==> config.mk <==
export PLATFORM = sky130hd
export DESIGN_NAME = mem_responder
export DESIGN_NICKNAME = d
export VERILOG_FILES = /design/src/rtl/mem_responder.sv
export SDC_FILE = /design/constraint.sdc
export NUM_CORES = 2
export LEC_CHECK = 0
export BUFFER_PORTS_ARGS = -buffer_cell sky130_fd_sc_hd__buf_2
export CAP_MARGIN = 0
export CORE_UTILIZATION = 45
export CTS_CLUSTER_SIZE = 10
export DETAILED_ROUTE_END_ITERATION = 6
export PLACE_DENSITY = 0.57
export SETUP_SLACK_MARGIN = 0.5
export SYNTH_ARGS = -nofsm -noshare
export SYNTH_HDL_FRONTEND = slang
export SYNTH_SLANG_ARGS = --single-unit
==> constraint.sdc <==
create_clock -name clk -period 4.23 [get_ports clk]
set_clock_uncertainty 0.15 [all_clocks]
set_input_delay 0 -clock clk [delete_from_list [all_inputs] [get_ports clk]]
set_output_delay 0 -clock clk [all_outputs]
set_load 0.02 [all_outputs]
==> src/rtl/mem_responder.sv <==
// mem_responder: 256x16 memory slave with a req/ack handshake and access counter.
// Define MEM_WAIT_EN to insert WAIT_CYCLES wait states before every response.
module mem_responder #(
    parameter int WAIT_CYCLES = 2
) (
    input  logic        clk,
    input  logic        rst,
    input  logic        req,
    input  logic        MemRW,
    input  logic [7:0]  MemAddr,
    input  logic [15:0] MemD,
    output logic [15:0] MemQ,
    output logic        ack,
    output logic        busy,
    output logic [15:0] acc_cnt
);

    typedef enum logic [1:0] {
        IDLE = 2'd0,
`ifdef MEM_WAIT_EN
        WAIT = 2'd1,
`endif
        RESP = 2'd2
    } state_t;

    if (WAIT_CYCLES < 1 || WAIT_CYCLES > 3) begin : g_bad_wait_cycles
        $error("mem_responder: WAIT_CYCLES must be 1..3");
    end

    state_t      state_q, state_d;
    logic [15:0] mem_q [256];
    logic [15:0] memq_q, memq_d;
    logic [15:0] cnt_q, cnt_d;
    logic        acc_rw;
    logic [7:0]  acc_addr;
    logic [15:0] acc_data;
    logic        resp_entry;

`ifdef MEM_WAIT_EN
    localparam logic [1:0] WAIT_LOAD = 2'(WAIT_CYCLES - 1);

    logic        rw_q;
    logic [7:0]  addr_q;
    logic [15:0] data_q;
    logic [1:0]  wcnt_q, wcnt_d;

    // Latch the request in IDLE and hold it for the rest of the access
    always_ff @(posedge clk or negedge rst) begin
        if (!rst) begin
            rw_q   <= 1'b0;
            addr_q <= 8'h00;
            data_q <= 16'h0000;
        end else if (state_q == IDLE && req) begin
            rw_q   <= MemRW;
            addr_q <= MemAddr;
            data_q <= MemD;
        end
    end

    // Wait-state down-counter
    always_ff @(posedge clk or negedge rst) begin
        if (!rst) wcnt_q <= 2'd0;
        else      wcnt_q <= wcnt_d;
    end

    assign acc_rw   = rw_q;
    assign acc_addr = addr_q;
    assign acc_data = data_q;
`else
    // Capture and RESP entry fall on the same edge, so the live inputs are used
    assign acc_rw   = MemRW;
    assign acc_addr = MemAddr;
    assign acc_data = MemD;
`endif

    // Next-state logic for the access sequencer
    always_comb begin
        state_d = state_q;
`ifdef MEM_WAIT_EN
        wcnt_d  = wcnt_q;
`endif
        unique case (state_q)
            IDLE: begin
                if (req) begin
`ifdef MEM_WAIT_EN
                    state_d = WAIT;
                    wcnt_d  = WAIT_LOAD;
`else
                    state_d = RESP;
`endif
                end
            end
`ifdef MEM_WAIT_EN
            WAIT: begin
                if (wcnt_q == 2'd0) state_d = RESP;
                else                wcnt_d  = wcnt_q - 2'd1;
            end
`endif
            RESP:    state_d = IDLE;
            default: state_d = IDLE;
        endcase
    end

    assign resp_entry = (state_d == RESP) && (state_q != RESP);

    // Response data and saturating access counter
    always_comb begin
        memq_d = memq_q;
        cnt_d  = cnt_q;
        if (resp_entry) memq_d = acc_rw ? acc_data : mem_q[acc_addr];
        if (state_q == RESP && cnt_q != 16'hFFFF) cnt_d = cnt_q + 16'd1;
    end

    // State, read-data and counter registers
    always_ff @(posedge clk or negedge rst) begin
        if (!rst) begin
            state_q <= IDLE;
            memq_q  <= 16'h0000;
            cnt_q   <= 16'h0000;
        end else begin
            state_q <= state_d;
            memq_q  <= memq_d;
            cnt_q   <= cnt_d;
        end
    end

    // Storage array: not reset, written only on RESP entry of a write
    always_ff @(posedge clk) begin
        if (rst && resp_entry && acc_rw) mem_q[acc_addr] <= acc_data;
    end

    assign MemQ    = memq_q;
    assign ack     = (state_q == RESP);
    assign busy    = (state_q != IDLE);
    assign acc_cnt = cnt_q;

endmodule

==> impl_results.md <==
* Die X at between 500 and 600 µm
* Predominant post-synthesis flop cell: edfxtp_1
* Share of the synthesized area in the top cell type at 0.773
* Crit path cell chain: dlygate4sd3_1 -> buf_4 -> buf_4 -> nor2b_4 -> buf_12 -> nand3_1 -> a21oi_1 -> nor4_1 -> o21ai_0 -> a21oi_1 -> a31oi_1 -> dlygate4sd3_1
* Maxcap violations at 0
* Endpoint, Worst Hold: mem_q[49][14]
* Clock buffer depth at 4
* Worst path max stage delay at between 700 and 800 ps
* Hold path start: MemD[14]
* Async set-or-reset flop fraction in the synthesized netlist at 0.00823
* Largest net degree at the start of global routing at between 100 and 150
* Syn Std Cell Area at ~160000 µm²
* # H-tree levels at 5
* Number of flops mapped to enable cells by yosys at ~4100
* Yosys Warn Count at 0
* TritonCTS Buffers at 461
* Post-Synth Simple-Gate Area at 0.0237
* F_max at ~0.27 GHz
* # nets final at 8213
* Kind of critical path: in2reg
* FF-to-FF path depth at 6
* Die Y at 596 µm
* Worst min-delay path class: in2reg
* Layout cells sized above 1 at 0.276
* Postcts setup bufs at 0
* Critical path peak fanout at 45
* DR vias at 81179
* Core Area at about 350000 µm²
* Final setup violating endpoints at 0
* Total Routing Usage GR at 0.260
* Post-synthesis register bit count at 4130
* Commonest non-fill, non-tap cells in the layout: edfxtp_1 (4096), mux4_2 (938), buf_4 (586)
* First-pass GRT wire length at 647000 µm
* Post-Synthesis Cells at 7347
* Total Routed Length at 465000 µm
* Peak VDD IR at 391 µV
* FF-to-FF Start: state_q[0]
* DR WL/cell at 35.6 µm
* Area grow syn2layout at 15.1%
* Clock root buffer: clkbuf_16
* Full die area at 356000 µm²
* Largest family of logic cells by synthesized area: multiplexers
* Post-synth top area cell: edfxtp_1
* Crit end category: register
* Compound-gate portion of the synthesized area at 0.0276
* Final hold violations at 0
* Grt ovf at 0
* Period minus WS final at 3730 ps
* Sum Neg Setup Slack at 0 ps
* Leakage at 0.0581 µW
* Synth Area in XOR/XNOR at 0.000826
* Clk_lat worst skew at between 1000 and 1500 ps
* Io pins at between 60 and 70
* Number of I/O port buffers at 61
* DRT iter0 DRCs at around 11000
* Standard-cell row count at around 220
* Status: finished, violations left
* Worst slew pin tran at 1230 ps
* Crit path launch type: input port
* Sequential area share after synthesis at 0.779
* Vias in the first global route at 80761
* Cell variety after synth at 67
* Synthesized net count at 7376
* DP HPWL at 286000 µm
* Largest cells by area after synthesis: edfxtp_1 (77%), mux4_2 (13%), mux2i_1 (1.9%)
* Remaining DRCs at 1
* Adder-Cell Fraction of Synth Area at 0.0000787
* Clk slew on worst S/H paths at 60 ps
* Cell Pwr Density at 464 nW/µm²
* CP max-delay cell: a21oi_1
* Commonest non-fill, non-tap cell in the layout: edfxtp_1
* Effective utilization at floorplan at 0.454
* Final core utilization at 0.522
* Worst EP required at roughly 5000 ps
* Worst R2R End: mem_q[119][15]
* Sink Count at a little over 4000
* RePlAce Congestion at between 0.8 and 0.9
* Average size of a mapped cell at 21.6 µm²
* Failing checks: design-rule violations
* Via density per instance at 6.22
* Antenna viol nets, final at 0
* Post-synthesis mux area share at 0.154
* Final Max Slew Viols at 0
* Period utilisation layout at 0.882
* Crit path DAT at 4490 ps
* Slew headroom at 0.179
* Hold path depth at 2
* Drt first pass iters at 7
* Initial antenna violation count at 34
* Unrepaired setup endpoints after global routing: no
* Flop2flop setup slack at about 600 ps
* CTS tree: built
[power breakdown]
part           leakage (µW)  internal, µW  switching (µW)
clock network       0.00610         19800           15300
logic                0.0148          1590            3160
registers            0.0372         45100             151
total                0.0581         66400           18600
[per-stage QoR]
step	hold WS, ps	cells	cell area (µm²)	power [µW]	setup WS (ps)
after floorplan	-446	7347	159000	48100	1090
after global placement	-49.7	12377	170000	50700	277
after detailed placement	-41.3	12377	170000	50700	379
after CTS	10.2	13047	183000	85500	595
after global routing	17.9	13048	183000	87100	522
final	15.4	13057	183000	85000	499
[worst max-delay path, delay by kind of cell]
kind	cells	cell delay [ps]
simple gates	3	980
compound gates	4	1300
buf+inv	5	2100
[synth_stat cells (all sizes together) (10+ instances only)]
master   number
inv          14
o2111ai      32
a31oi        30
mux4        938
dfrtp        34
o221ai       12
edfxtp     4096
mux2         23
nor3         29
buf         291
a22oi       103
nand2       274
a21oi        95
nand4        35
clkbuf      140
nand3        66
o22ai       107
a21o         10
nor2        311
nand3b       19
a211o        14
a211oi       64
a32oi        30
nor4         20
o21ai        72
mux2i       305
nor2b        51
[state kept, by name (all words and copies together) (netlist names)]
signal,count
mem_q,4096
MemQ,16
acc_cnt,16
state_q,2
[worst max-delay path by stage]
stage	start	end	slack, ps	cells after the start
3_3_place_gp	MemAddr[0]	MemQ[2]	280	12
3_5_place_dp	MemAddr[0]	MemQ[2]	380	12
5_1_grt	state_q[0]	mem_q[206][4]	520	7
4_1_cts	MemAddr[2]	MemQ[0]	590	12
2_1_floorplan	state_q[0]	mem_q[186][0]	1090	6
6_report	MemAddr[2]	MemQ[0]	500	12
[repair_timing]
| item | CTS | global route |
|---|---|---|
| hold endpoints to repair | 4112 | 0 |
| hold buffers | 52 | 0 |
| gates resized for setup | 0 | 2 |
| setup endpoints to repair | 0 | 31 |
[metal layers]
| metal | vias to the layer above | GRT usage | routed length, µm |
|---|---|---|---|
| li1 | 32422 | - | - |
| met1 | 43697 | 0.366 | 185000 |
| met2 | 4255 | 0.409 | 219000 |
| met3 | 795 | 0.0474 | 41400 |
| met4 | 10 | 0.0961 | 19100 |
| met5 | - | 0 | 69 |
[cell type report]
type / instances / area (µm²)
clock buffers: 577 / 12100
clock inverters: 41 / 450
well taps: 4708 / 5890
fillers: 27228 / 167000
flip-flops and latches: 4130 / 124000
repair buffers: 805 / 7650
diodes: 10 / 25.0
multi-input cells: 2769 / 33000
inverters: 17 / 76.3
[cells by family after synthesis]
| logic type | count (synthesis) |
|---|---|
| xor+xnor | 15 |
| buf+inv | 448 |
| compound gates | 639 |
| fa+ha+maj | 1 |
| flops | 4130 |
| simple gates | 847 |
| mux | 1266 |
| other cells | 1 |
No activity file was read; power rests on OpenSTA's default activity.
